<file path="config.mk">
export PLATFORM = sky130hd
export DESIGN_NAME = readout_scheduler
export DESIGN_NICKNAME = d
export VERILOG_FILES = /design/src/rtl/readout_scheduler_pkg.sv /design/src/rtl/readout_scheduler_setting_reg.sv /design/src/rtl/readout_scheduler.sv
export SDC_FILE = /design/constraint.sdc
export NUM_CORES = 1
export LEC_CHECK = 0
export ABC_AREA = 1
export CAP_MARGIN = 40
export CORE_UTILIZATION = 50
export CTS_BUF_LIST = sky130_fd_sc_hd__clkbuf_8
export CTS_CLUSTER_DIAMETER = 30
export DETAILED_ROUTE_END_ITERATION = 8
export DONT_BUFFER_PORTS = 1
export SETUP_SLACK_MARGIN = 0.3
export SYNTH_ARGS = -nofsm -noshare
export SYNTH_HDL_FRONTEND = slang
export SYNTH_SLANG_ARGS = --single-unit
</file>
<file path="constraint.sdc">
create_clock -name clock -period 5.6 [get_ports clock]
set_input_delay 0.56 -clock clock [delete_from_list [all_inputs] [get_ports clock]]
set_output_delay 0.56 -clock clock [all_outputs]
set_load 0.005 [all_outputs]
</file>
<file path="src/rtl/readout_scheduler_pkg.sv">
// Shared definitions for the readout scheduler: FSM state encoding,
// settings-register offsets relative to BASE_ADDR, and ctrl bit positions.
package readout_scheduler_pkg;

  typedef enum logic [2:0] {
    ST_IDLE  = 3'd0,
    ST_WAIT  = 3'd1,
    ST_READ  = 3'd2,
    ST_GAP   = 3'd3,
    ST_FLUSH = 3'd4
  } sched_state_e;

  localparam logic [7:0] REG_FRAME_LEN = 8'd0;
  localparam logic [7:0] REG_GAP_LEN   = 8'd1;
  localparam logic [7:0] REG_CTRL      = 8'd2;

  localparam int CTRL_EN_BIT      = 0;
  localparam int CTRL_OVF_CLR_BIT = 1;

endpackage

</file>
<file path="src/rtl/readout_scheduler_setting_reg.sv">
// One address-decoded settings register.
// Ports:
//   clk_i, rst_ni            clock, asynchronous active-low reset
//   set_stb_i/addr_i/data_i  settings-bus write
//   val_o                    register value (low WIDTH bits of the write data)
//   changed_o                one-cycle pulse in the cycle after a write to ADDR
module sched_setting_reg #(
  parameter logic [7:0] ADDR  = 8'd0,
  parameter int         WIDTH = 16
) (
  input  logic             clk_i,
  input  logic             rst_ni,
  input  logic             set_stb_i,
  input  logic [7:0]       set_addr_i,
  input  logic [31:0]      set_data_i,
  output logic [WIDTH-1:0] val_o,
  output logic             changed_o
);

  logic             wr_hit;
  logic [WIDTH-1:0] val_q;
  logic             changed_q;
  logic             unused_data;

  assign wr_hit      = set_stb_i && (set_addr_i == ADDR);
  // Upper data bits are ignored by narrow registers.
  assign unused_data = ^set_data_i;

  always_ff @(posedge clk_i or negedge rst_ni) begin
    if (!rst_ni) begin
      val_q     <= '0;
      changed_q <= 1'b0;
    end else begin
      changed_q <= wr_hit;
      if (wr_hit) begin
        val_q <= set_data_i[WIDTH-1:0];
      end
    end
  end

  assign val_o     = val_q;
  assign changed_o = changed_q;

endmodule

</file>
<file path="src/rtl/readout_scheduler.sv">
// Readout scheduler: paces reads of FFT bins out of a FIFO into frames of
// frame_len bins, with an optional gap_len idle cycles between bins.
// Flushes the FIFO and raises a sticky overflow flag when the FFT core
// writes into a full FIFO.
// Ports:
//   clock, reset                   clock, asynchronous active-low reset
//   set_stb/set_addr/set_data      settings bus (frame_len, gap_len, ctrl)
//   wr_en_in, fifo_full            monitored FIFO write side (overflow detect)
//   fifo_empty, fifo_rd_en         FIFO read handshake
//   dv_out, sof_out, eof_out       output word qualifiers, aligned to FIFO dout
//   overflow, busy                 status
//   frame_count                    only with READOUT_SCHED_STATS_EN defined
// Configuration macro: READOUT_SCHED_STATS_EN adds the frame_count output.
module readout_scheduler
  import readout_scheduler_pkg::*;
#(
  parameter logic [7:0] BASE_ADDR = 8'd1,
  parameter int         CNT_W     = 16
) (
  input  logic        clock,
  input  logic        reset,
  input  logic        set_stb,
  input  logic [7:0]  set_addr,
  input  logic [31:0] set_data,
  input  logic        wr_en_in,
  input  logic        fifo_full,
  input  logic        fifo_empty,
  output logic        fifo_rd_en,
  output logic        dv_out,
  output logic        sof_out,
  output logic        eof_out,
  output logic        overflow,
  output logic        busy
`ifdef READOUT_SCHED_STATS_EN
  ,
  output logic [31:0] frame_count
`endif
);

  localparam logic [CNT_W-1:0] CNT_ONE = CNT_W'(1);

  logic [1:0]       rst_sync_q;
  logic             run_ok;

  logic [CNT_W-1:0] frame_len_q;
  logic [CNT_W-1:0] gap_len_q;
  logic [1:0]       ctrl_q;
  logic             ctrl_chg;
  logic             unused_frame_chg;
  logic             unused_gap_chg;

  sched_state_e     state_q, state_d;
  logic [CNT_W-1:0] bin_cnt_q, bin_cnt_d;
  logic [CNT_W-1:0] gap_cnt_q, gap_cnt_d;
  logic [CNT_W-1:0] frame_sh_q, frame_sh_d;
  logic [CNT_W-1:0] gap_sh_q, gap_sh_d;

  logic             rd_en;
  logic             dv_d, sof_d, eof_d;
  logic             dv_q, sof_q, eof_q;
  logic             last_bin;
  logic             ovf_set, ovf_clr;
  logic             overflow_q;

  // Reset release is synchronised; the FSM may only leave IDLE once both
  // flops have seen reset deasserted.
  always_ff @(posedge clock or negedge reset) begin
    if (!reset) begin
      rst_sync_q <= 2'b00;
    end else begin
      rst_sync_q <= {rst_sync_q[0], 1'b1};
    end
  end
  assign run_ok = rst_sync_q[1];

  sched_setting_reg #(.ADDR(BASE_ADDR + REG_FRAME_LEN), .WIDTH(CNT_W)) u_frame_len (
    .clk_i(clock), .rst_ni(reset), .set_stb_i(set_stb), .set_addr_i(set_addr),
    .set_data_i(set_data), .val_o(frame_len_q), .changed_o(unused_frame_chg)
  );

  sched_setting_reg #(.ADDR(BASE_ADDR + REG_GAP_LEN), .WIDTH(CNT_W)) u_gap_len (
    .clk_i(clock), .rst_ni(reset), .set_stb_i(set_stb), .set_addr_i(set_addr),
    .set_data_i(set_data), .val_o(gap_len_q), .changed_o(unused_gap_chg)
  );

  sched_setting_reg #(.ADDR(BASE_ADDR + REG_CTRL), .WIDTH(2)) u_ctrl (
    .clk_i(clock), .rst_ni(reset), .set_stb_i(set_stb), .set_addr_i(set_addr),
    .set_data_i(set_data), .val_o(ctrl_q), .changed_o(ctrl_chg)
  );

  // The overflow clear acts only in the single cycle after a ctrl write with
  // bit1 set, so the stored bit1 never needs to be cleared by software.
  assign ovf_clr  = ctrl_chg && ctrl_q[CTRL_OVF_CLR_BIT];
  assign ovf_set  = wr_en_in && fifo_full;
  assign last_bin = (bin_cnt_q == frame_sh_q - CNT_ONE);

  always_comb begin
    state_d    = state_q;
    bin_cnt_d  = bin_cnt_q;
    gap_cnt_d  = gap_cnt_q;
    frame_sh_d = frame_sh_q;
    gap_sh_d   = gap_sh_q;
    rd_en      = 1'b0;
    dv_d       = 1'b0;
    sof_d      = 1'b0;
    eof_d      = 1'b0;

    case (state_q)
      ST_IDLE: begin
        bin_cnt_d = '0;
        // Lengths are shadowed here so mid-frame writes wait for the next frame.
        if (run_ok && ctrl_q[CTRL_EN_BIT] && (frame_len_q != '0)) begin
          state_d    = ST_WAIT;
          frame_sh_d = frame_len_q;
          gap_sh_d   = gap_len_q;
        end
      end
      ST_WAIT: begin
        if (!fifo_empty) begin
          state_d = ST_READ;
        end
      end
      ST_READ: begin
        // Back-to-back reads can drain the FIFO; an empty FIFO here sends us
        // back to WAIT without consuming a bin.
        if (fifo_empty) begin
          state_d = ST_WAIT;
        end else begin
          rd_en = 1'b1;
          dv_d  = 1'b1;
          sof_d = (bin_cnt_q == '0);
          eof_d = last_bin;
          if (last_bin) begin
            state_d   = ST_IDLE;
            bin_cnt_d = '0;
          end else begin
            bin_cnt_d = bin_cnt_q + CNT_ONE;
            if (gap_sh_q != '0) begin
              state_d   = ST_GAP;
              gap_cnt_d = '0;
            end
          end
        end
      end
      ST_GAP: begin
        if (gap_cnt_q == gap_sh_q - CNT_ONE) begin
          state_d = fifo_empty ? ST_WAIT : ST_READ;
        end else begin
          gap_cnt_d = gap_cnt_q + CNT_ONE;
        end
      end
      ST_FLUSH: begin
        bin_cnt_d = '0;
        if (fifo_empty) begin
          state_d = ST_IDLE;
        end else begin
          rd_en = 1'b1;
        end
      end
      default: begin
        state_d = ST_IDLE;
      end
    endcase

    // Overflow preempts everything: the frame in flight is abandoned and any
    // word read this cycle is discarded.
    if (ovf_set) begin
      state_d   = ST_FLUSH;
      bin_cnt_d = '0;
      dv_d      = 1'b0;
      sof_d     = 1'b0;
      eof_d     = 1'b0;
    end
  end

  always_ff @(posedge clock or negedge reset) begin
    if (!reset) begin
      state_q    <= ST_IDLE;
      bin_cnt_q  <= '0;
      gap_cnt_q  <= '0;
      frame_sh_q <= '0;
      gap_sh_q   <= '0;
    end else begin
      state_q    <= state_d;
      bin_cnt_q  <= bin_cnt_d;
      gap_cnt_q  <= gap_cnt_d;
      frame_sh_q <= frame_sh_d;
      gap_sh_q   <= gap_sh_d;
    end
  end

  // Output stage: one cycle behind the read, matching FIFO read latency.
  always_ff @(posedge clock or negedge reset) begin
    if (!reset) begin
      dv_q       <= 1'b0;
      sof_q      <= 1'b0;
      eof_q      <= 1'b0;
      overflow_q <= 1'b0;
    end else begin
      dv_q  <= dv_d;
      sof_q <= sof_d;
      eof_q <= eof_d;
      if (ovf_set) begin
        overflow_q <= 1'b1;
      end else if (ovf_clr) begin
        overflow_q <= 1'b0;
      end
    end
  end

  assign fifo_rd_en = rd_en;
  assign dv_out     = dv_q;
  assign sof_out    = sof_q;
  assign eof_out    = eof_q;
  assign overflow   = overflow_q;
  assign busy       = (state_q != ST_IDLE);

`ifdef READOUT_SCHED_STATS_EN
  logic [31:0] frame_count_q;

  always_ff @(posedge clock or negedge reset) begin
    if (!reset) begin
      frame_count_q <= '0;
    end else if (ovf_clr) begin
      frame_count_q <= '0;
    end else if (eof_q) begin
      frame_count_q <= frame_count_q + 32'd1;
    end
  end

  assign frame_count = frame_count_q;
`endif

endmodule

</file>
==> impl_metrics.csv, run 1 <==
group,metric,value,unit
timing,rsz0062_at_grt,"no",
critical_path,crit_fanout,11,
critical_path,crit_path_start_kind,"register",
logic_synthesis,async_reset_ff_share,100,%
timing,worstMarginPinSlew,591,ps
power,p_per_area,243,nW/um^2
logic_synthesis,synth-main-ff-cell,"dfrtp_1",
drt,drc_errors,0,
drt,firstDrtPassIters,4,
die,rows,41,
clocking,clk-insertion-delay-late,400,ps
logic_synthesis,synth_edf_count,0,
drt,drt_iter0_markers,372,
logic_synthesis,yosys-top-cells-count,"nand2_1 (280), dfrtp_1 (108), inv_1 (106)",
logic_synthesis,synth-simple-area-share,35.0,%
status,status,"finished clean",
clocking,cts_resized,0,
global_route,grt_overflow_total,0,
critical_path,cp.depth,13,
logic_synthesis,synth-compound-area-share,6.98,%
timing,max_freq,0.367,GHz
finish,final_nets,941,
global_route,grt_max_degree,109,
die,dieArea,13300,sq um
logic_synthesis,syn-instance-count,896,
die,initial_utilization,51.1,%
power,ir_drop,232,uV
die,ios,52,
finish,drive_gt1_share,5.92,%
power,p_leak,3.50,nW
critical_path,cpPeakStageDelay,410,ps
critical_path,path_buf_inv,2,
clocking,cts_tree,"yes",
logic_synthesis,synthMuxAreaShare,1.58,%
critical_path,ff2ff_path_depth,13,
clocking,root_buffer,"clkbuf_8",
flow_run,cap_violations,0,
die,fp.coreArea,12600,sq um
finish,syn2layout_area_growth,5.87,%
drt,ant_nets,0,
placement,dpl_cell_area,6580,sq um
finish,design_area,6800,sq um
global_route,track_usage,25.0,%
timing,slew_viol_final,0,
drt,wirelength,15200,um
logic_synthesis,syn_area_per_cell,7.17,sq um
logic_synthesis,ys_types,37,
finish,fillers,1250,
die,dieHeight,115,um
critical_path,cp-end-kind,"register",
timing,finalSetupTns,0,ps
logic_synthesis,synth_top_family_by_area,"simple AND/OR/NAND/NOR gates",
timing,relSlewSlack,60.3,%
die,die_w,115,um
timing,setup_viol,0,
placement,dp_hpwl,11700,um
logic_synthesis,synth_seq_cells,108,
clocking,cts.reportedPaths.clkPinSlew,120,ps
timing,fin_crit,2720,ps
timing,hold_viol,0,
logic_synthesis,yosysMostFrequentCell,"nand2_1",
logic_synthesis,synthTopCellsByArea,"dfrtp_1 (42%), nand2_1 (16%), inv_1 (6.2%), nand3_1 (5.9%), nor2_1 (5.7%)",
logic_synthesis,syn_area,6420,sq um
logic_synthesis,yosysSeqAreaShare,42.1,%
critical_path,cp_slowest_cell,"dfrtp_1",
global_route,antenna_found_initial,0,
timing,period_share,48.6,%
logic_synthesis,synth_top_area_share,42.1,%
critical_path,required,5860,ps
critical_path,cp.arrival,2990,ps
clocking,clockBufferDepth,2,
logic_synthesis,synth_top_cell_by_area,"dfrtp_1",
clocking,htree_levels,3,
drt,via_per_inst,5.19,
placement,io_buffers,0,
critical_path,path_cells,"inv_1, ha_1, nand2_1, nor2_4, nand3_1, nand2_1, nand4_1, nor2_1, nand3_1, nand2_1, inv_1, nand3_1, o21ai_0",
critical_path,path_class,"reg2reg",
drt,routedWlPerCell,14.3,um
hold_path,holdCritPathClass,"in2async",
logic_synthesis,ys_warn_count,0,
drt,num_vias,5533,
timing,fin_hold_ws,65.9,ps
logic_synthesis,synth-xor-area-share,5.46,%
clocking,cts-buffers-inserted,9,
timing,fin_worst_skew,18.6,ps
global_route,grt_pass1_vias,4973,
global_route,grt_first_pass_wirelength,25300,um
clocking,cts_sinks,108,
logic_synthesis,syn_nets,947,
logic_synthesis,synth_fa_ha_area_share,0.974,%
placement,place.gp.congestion,0.853,
critical_path,path_delay_family,"simple AND/OR/NAND/NOR gates",
finish,n_antenna_cell,0,
## worst register-to-register path, delay by kind of cell (launching register included)
kind / cells / cell delay (ps)
simple gates: 9 / 1500
compound gates: 1 / 70
flops: 1 / 410
buf+inv: 2 / 350
fa+ha+maj: 1 / 250
## area by class of cell
type                    instances  area [sq um]  area share (%)
flip-flops and latches        108          2700            39.8
well taps                     172           215            3.17
clock buffers                   9           124            1.82
clock inverters                 7          67.6           0.994
inverters                     110           415            6.11
multi-input cells             658          3220            47.4
repair buffers                  3          50.0           0.736
## flip-flops by register name, indices dropped and copies added (netlist names)
name,cells
bin_cnt_q,16
frame_sh_q,16
gap_cnt_q,16
gap_sh_q,16
u_frame_len.val_o,16
u_gap_len.val_o,16
state_q,3
rst_sync_q,2
u_ctrl.val_o,2
dv_out,1
eof_out,1
overflow,1
sof_out,1
u_ctrl.changed_o,1
## final timing paths
| path | startpoint | slack, ps | to |
|---|---|---|---|
| hold reg to reg | rst_sync_q[0] | 360 | rst_sync_q[1] |
| setup reg to reg | frame_sh_q[0] | 2880 | bin_cnt_q[12] |
| hold / removal | reset | 70 | gap_cnt_q[0] |
| setup / recovery | frame_sh_q[0] | 2880 | bin_cnt_q[12] |
| min in group clock | fifo_empty | 230 | eof_out |
| max in group asynchronous | reset | 5100 | gap_cnt_q[2] |
## timing repair
| action | 4_1_cts | 5_1_grt |
|---|---|---|
| hold buffers | 1 | 0 |
| endpoints found under the hold margin | 108 | 0 |
| setup buffers | 0 | 0 |
## power breakdown
part           total (mW)  switching [mW]  internal, mW
registers           0.848          0.0322         0.816
logic               0.337           0.241        0.0967
clock network       0.470           0.296         0.173
## cell families (layout without fill, tap and decap cells)
logic type	after synthesis	in the layout
multiplexers	9	9
buffers and inverters	130	129
adder cells (fa/ha/maj)	5	5
AND/OR/NAND/NOR	517	517
XOR/XNOR	40	40
flip-flops	108	108
other	1	1
AO/OA/AOI/OAI	86	86
## layer usage
layer / vias to the layer above / track usage [%] / part of all wire [%]
met3: 9 / 5.17 / 3.7
li1: 2841 / - / -
met2: 105 / 37.6 / 44
met1: 2578 / 37.1 / 52
met5: - / 0 / 0
met4: 0 / 4.76 / 0.75
## cells in the final DEF (no fill, tap or decap), types with 11 or more instances in the layout
cell / netlist / routed
inv_1: 106 / 106
xor2_1: 31 / 31
nand2_1: 280 / 280
nand3_1: 76 / 76
o21ai_0: 69 / 69
nor4_1: 11 / 11
dfrtp_1: 108 / 108
nor2_1: 97 / 96
nor3_1: 12 / 12
nand4_1: 14 / 14
## stage by stage
| stage | cells | util (%) | worst slack (ps) | total power [mW] |
|---|---|---|---|---|
| global placement | 1049 | 52.2 | 2980 | 1.18 |
| CTS | 1067 | 54.1 | 2900 | 1.67 |
| global route | 1067 | 54.1 | 2610 | 1.76 |
| detailed placement | 1050 | 52.3 | 2930 | 1.18 |
| floorplan | 896 | - | 3530 | 1.11 |
| finish | 1067 | 54.1 | 2880 | 1.65 |
Power figures use the tool's default switching activity.
==> run 2: changes to the inputs <==
PLACE_DENSITY = 0.68   (was unset)
clock period = 2.5 ns   (was 5.6 ns; I/O delays follow)
==> run 2 against run 1 <==
The flow now finishes with violations (hold timing). Hold slack got worse by 530 ps. Total power increased by 140%. Setup slack got worse by 2500 ps. Non-clock buffer count is 21 higher. First-iteration DRC count up 4.0%. Maximum frequency up 27%. Design area up 7.0%. Critical path type unchanged. Largest cell class unchanged. Highest routed layer unchanged.
==> impl_metrics.csv, run 2 (same netlist as run 1, synthesis figures left out) <==
group,metric,value,unit
status,status,"finished with violations",
status,violations,"hold timing",
placement,io_buffers,0,
critical_path,path_buf_inv,2,
finish,design_area,7280,sq um
critical_path,cp_slowest_cell,"dfrtp_1",
finish,finalNonFillerCells,1093,
clocking,root_buffer,"clkbuf_8",
flow_run,cap_violations,0,
critical_path,path_class,"reg2reg",
power,ir_drop,311,uV
power,p_sw_share,34.5,%
global_route,grt_max_degree,109,
timing,max_freq,0.466,GHz
finish,multi_input_area,3520,sq um
clocking,cts_tree,"yes",
timing,setup_viol,0,
timing,relSlewSlack,53.3,%
critical_path,crit_path_start_kind,"register",
hold_path,holdCritPathClass,"in2async",
timing,hold_viol,108,
timing,slew_viol_final,0,
die,dieHeight,115,um
drt,routedWlPerCell,14.3,um
die,die_w,115,um
power,clkPwrFrac,29.2,%
clocking,cts-buffers-inserted,9,
timing,worstMarginPinSlew,694,ps
die,initial_utilization,51.1,%
critical_path,crit_fanout,8,
finish,final_nets,967,
critical_path,required,2850,ps
critical_path,cp.arrival,2500,ps
drt,firstDrtPassIters,5,
critical_path,path_delay_family,"simple AND/OR/NAND/NOR gates",
placement,dp_hpwl,11100,um
critical_path,path_cells,"buf_4, nor2_4, nand2_2, nor2_4, nor2_1, nor2_1, nand4_1, nor2_4, nand4_4, nand3b_4, inv_8, nand2_8, nand2_2, nand2_2",
die,fp.coreArea,12600,sq um
timing,fin_hold_ws,-463,ps
timing,period_share,85.9,%
clocking,cts_sinks,108,
placement,dp_cells,1057,
finish,final_cell_mix,"nand2_1 (259), dfrtp_1 (106), inv_1 (101)",
power,seqPwrFrac,47.7,%
global_route,track_usage,25.8,%
drt,drt_iter0_markers,387,
global_route,grt_pass1_vias,5182,
finish,utilization,57.9,%
clocking,htree_levels,3,
timing,fin_crit,2150,ps
drt,drc_errors,0,
timing,fin_worst_skew,18.0,ps
global_route,antenna_found_initial,0,
drt,wirelength,15600,um
drt,num_vias,5702,
finish,drive_gt1_share,13.4,%
global_route,grt_first_pass_wirelength,26300,um
clocking,ctsHoldBuffers,4,
power,intPower,2.61,mW
die,rows,41,
finish,fillers,1143,
critical_path,cp-end-kind,"register",
power,p_comb_share,23.1,%
finish,syn2layout_area_growth,13.3,%
finish,seqCellArea,2710,sq um
clocking,clockBufferDepth,2,
placement,place_ws,152,ps
finish,final_common_cell,"nand2_1",
critical_path,cpPeakStageDelay,400,ps
die,ios,52,
finish,n_antenna_cell,0,
power,p_sw,1.37,mW
power,p_per_area,547,nW/um^2
placement,dpl_cell_area,6620,sq um
die,dieArea,13300,sq um
power,p_leak,3.68,nW
drt,via_per_inst,5.22,
timing,rsz0062_at_grt,"yes",
global_route,grt_overflow_total,0,
power,total_power,3.98,mW
placement,place.gp.congestion,0.922,
timing,finalSetupTns,0,ps
timing,setup_slack,352,ps
clocking,clk-insertion-delay-late,400,ps
drt,ant_nets,0,
clocking,cts.reportedPaths.clkPinSlew,110,ps
==> run 2: cell types whose count changed in the layout (fill, tap and decap cells not counted), moves of 4 or more <==
| cell | change |
|---|---|
| buf_4 | +18 |
| dlygate4sd3_1 | +4 |
| inv_1 | -5 |
| inv_2 | +6 |
| nand2_1 | -21 |
| nand2_2 | +18 |
| nand2_4 | +4 |
| nand3_1 | -5 |
| nor2_1 | -9 |
| nor2_4 | +8 |
==> run 2: layout make-up <==
class / count / area share (%)
Multi-Input combinational cell: 661 / 48.4
Sequential cell: 108 / 37.2
Inverter: 110 / 5.78
Tap cell: 172 / 2.96
Timing Repair Buffer: 24 / 2.67
Clock buffer: 9 / 1.70
Clock inverter: 7 / 1.17
Timing Repair inverter: 2 / 0.172
==> run 2: worst reg2reg max path, stage by stage (launching register included) <==
cell and delay, ps:
dfrtp_1 400, buf_4 140, nor2_4 100, nand2_2 110, nor2_4 220, nor2_1 70, nor2_1 120, nand4_1 160
nor2_4 200, nand4_4 130, nand3b_4 180, inv_8 70, nand2_8 100, nand2_2 60, nand2_2 60
==> run 2: final timing paths <==
kind	cells past startpoint	slack, ps	start	end
setup / recovery	14	350	frame_sh_q[1]	gap_cnt_q[9]
hold / removal	0	-460	reset	sof_out
setup reg to reg	14	350	frame_sh_q[1]	gap_cnt_q[9]
hold reg to reg	0	370	rst_sync_q[0]	rst_sync_q[1]
max in group asynchronous	0	2790	reset	frame_sh_q[3]
min in group clock	2	10	set_data[6]	u_gap_len.val_o[6]
==> run 2: repair_timing <==
action,CTS,global route
setup buffers,2,9
cloned,4,1
hold endpoints to repair,112,108
pin swaps,5,29
setup endpoints to repair,30,36
gates resized for setup,23,50
==> run 2: power by group through the flow <==
stage / clock [mW] / sequential (mW) / combinational (mW)
final: 1.16 / 1.90 / 0.920
after global routing: 1.25 / 1.91 / 1.03
after CTS: 1.18 / 1.90 / 0.842
after detailed placement: 0 / 1.93 / 0.765
after global placement: 0 / 1.93 / 0.756
after floorplan: 0 / 1.91 / 0.582
==> run 2: per-layer routing <==
metal | track usage (%) | share of wire [%] | vias up
met5 | 0 | 0 | -
met4 | 9.18 | 1.9 | 0
met3 | 3.95 | 5.3 | 19
met2 | 37.0 | 43 | 150
met1 | 39.3 | 50 | 2629
li1 | - | - | 2904
==> run 3: changes to the inputs <==
ABC_CLOCK_PERIOD_IN_PS = 2500   (was unset)
CORE_UTILIZATION = 34   (was 50)
PLACE_DENSITY = unset   (was 0.68)
==> run 3 against run 2 <==
The flow still finishes with violations (hold timing). Clock skew grew 4.6 ps. Design area down 0.98%. Hold slack improved by 14 ps. Maximum frequency grew 1.9%.
==> impl_metrics.csv, run 3 (same netlist as run 1, synthesis figures left out) <==
group,metric,value,unit
status,status,"finished with violations",
status,violations,"hold timing",
timing,setup_viol,0,
power,p_per_area,555,nW/um^2
timing,relSlewSlack,52.2,%
global_route,antenna_found_initial,0,
die,rows,49,
drt,drc_errors,0,
die,dieArea,19400,sq um
global_route,grt_pass1_vias,5090,
power,ir_drop,300,uV
power,clkPwrFrac,31.1,%
drt,routed.top_layer,"met4",
finish,final_cell_mix,"nand2_1 (277), dfrtp_1 (106), inv_1 (101)",
clocking,cts.reportedPaths.clkPinSlew,120,ps
power,p_comb_share,21.3,%
placement,io_buffers,0,
hold_path,holdCritPathClass,"in2async",
drt,ant_nets,0,
drt,drt_iter0_markers,317,
critical_path,required,2820,ps
global_route,grt_max_degree,109,
critical_path,cp-end-kind,"register",
finish,drive_gt1_share,10.5,%
timing,max_freq,0.474,GHz
timing,slew_viol_final,0,
critical_path,crit_path_start_kind,"register",
drt,dr_wl_met2,6810,um
finish,final_common_cell,"nand2_1",
die,fp.coreArea,18200,sq um
die,die_w,139,um
drt,routedWlPerCell,13.8,um
placement,dp_cells,1113,
drt,wl_met3,683,um
clocking,htree_levels,3,
finish,finalNonFillerCells,1143,
drt,firstDrtPassIters,4,
die,dieHeight,139,um
drt,met1_length,7960,um
power,p_sw_share,32.7,%
clocking,clockBufferDepth,2,
critical_path,cp.arrival,2430,ps
critical_path,path_class,"reg2reg",
power,p_leak,3.64,nW
timing,fin_crit,2110,ps
global_route,grt_first_pass_wirelength,25900,um
placement,dp_hpwl,11500,um
finish,final_nets,961,
clocking,cts_tree,"yes",
timing,rsz0062_at_grt,"yes",
die,ios,52,
power,p_sw,1.31,mW
timing,finalSetupTns,0,ps
power,intPower,2.69,mW
clocking,ctsHoldBuffers,2,
flow_run,cap_violations,0,
timing,period_share,84.4,%
clocking,root_buffer,"clkbuf_8",
timing,setup_slack,391,ps
power,total_power,4.00,mW
global_route,track_usage,16.6,%
drt,wirelength,15800,um
drt,via_per_inst,4.90,
finish,syn2layout_area_growth,12.2,%
critical_path,crit_fanout,18,
timing,hold_viol,108,
placement,place.gp.congestion,0.839,
global_route,grt_overflow_total,0,
timing,fin_hold_ws,-449,ps
drt,num_vias,5596,
placement,place_ws,184,ps
clocking,clk-insertion-delay-late,390,ps
die,initial_utilization,35.3,%
power,seqPwrFrac,47.6,%
timing,fin_worst_skew,22.6,ps
finish,fillers,1885,
timing,worstMarginPinSlew,711,ps
clocking,cts_sinks,108,
clocking,cts-buffers-inserted,9,
finish,n_antenna_cell,0,
-- run 3: power groups by stage --
stage / Clock (mW) / Combinational (mW) / Sequential [mW]
4_1_cts: 1.28 / 0.800 / 1.90
2_1_floorplan: 0 / 0.582 / 1.91
3_5_place_dp: 0 / 0.758 / 1.94
6_report: 1.24 / 0.850 / 1.90
5_1_grt: 1.35 / 0.965 / 1.91
3_3_place_gp: 0 / 0.754 / 1.94
-- run 3: worst paths after layout --
kind / to / slack [ps] / start / cells past startpoint
min reg2reg: rst_sync_q[1] / 370 / rst_sync_q[0] / 0
max in group asynchronous: bin_cnt_q[12] / 2740 / reset / 0
max reg2reg: gap_cnt_q[2] / 390 / bin_cnt_q[4] / 15
max: gap_cnt_q[2] / 390 / bin_cnt_q[4] / 15
min: gap_cnt_q[3] / -450 / reset / 0
min in group clock: u_frame_len.val_o[11] / 30 / set_data[11] / 2
-- run 3: area by class of cell --
class                      instances  area, sq um  area share [%]
inverter                         110          420            5.83
multi-input combinational        661         3410            47.3
sequential                       108         2710            37.5
tap                              229          287            3.98
clock buffer                       9          124            1.72
timing repair buffer              20          159            2.21
clock inverter                     6          105            1.46
-- run 3: worst max-delay path, stage by stage, from the launching register on --
cell and delay [ps]:
dfrtp_1 460, inv_1 250, nand2_1 120, nand2_1 80
nand2_1 60, nand2_1 100, nand3_1 80, nor2_1 100
nand2_1 90, nor2_4 120, nand4_2 120, nand3b_4 140
inv_8 80, nand2_8 100, nand2_1 50, nand2_1 60
-- run 3: what timing repair did --
action | 4_1_cts | 5_1_grt
setup endpoints to repair | 29 | 34
pin swaps | 2 | 6
setup buffers | 1 | 9
endpoints found under the hold margin | 111 | 108
gates resized for setup | 13 | 27
gates cloned | 1 | 2
-- run 3: per-stage QoR --
stage | cell area, sq um | utilization [%]
after floorplan | 6420 | -
after detailed placement | 6690 | 36.7
after global routing | 7210 | 39.6
after global placement | 6690 | 36.7
after CTS | 7010 | 38.5
final | 7210 | 39.6
-- run 3: layer usage --
metal  vias up  global-route usage [%]
met1      2568                    24.9
li1       2882                       -
met3        22                    1.89
met5         -                       0
met2       124                    24.4
met4         0                    6.37
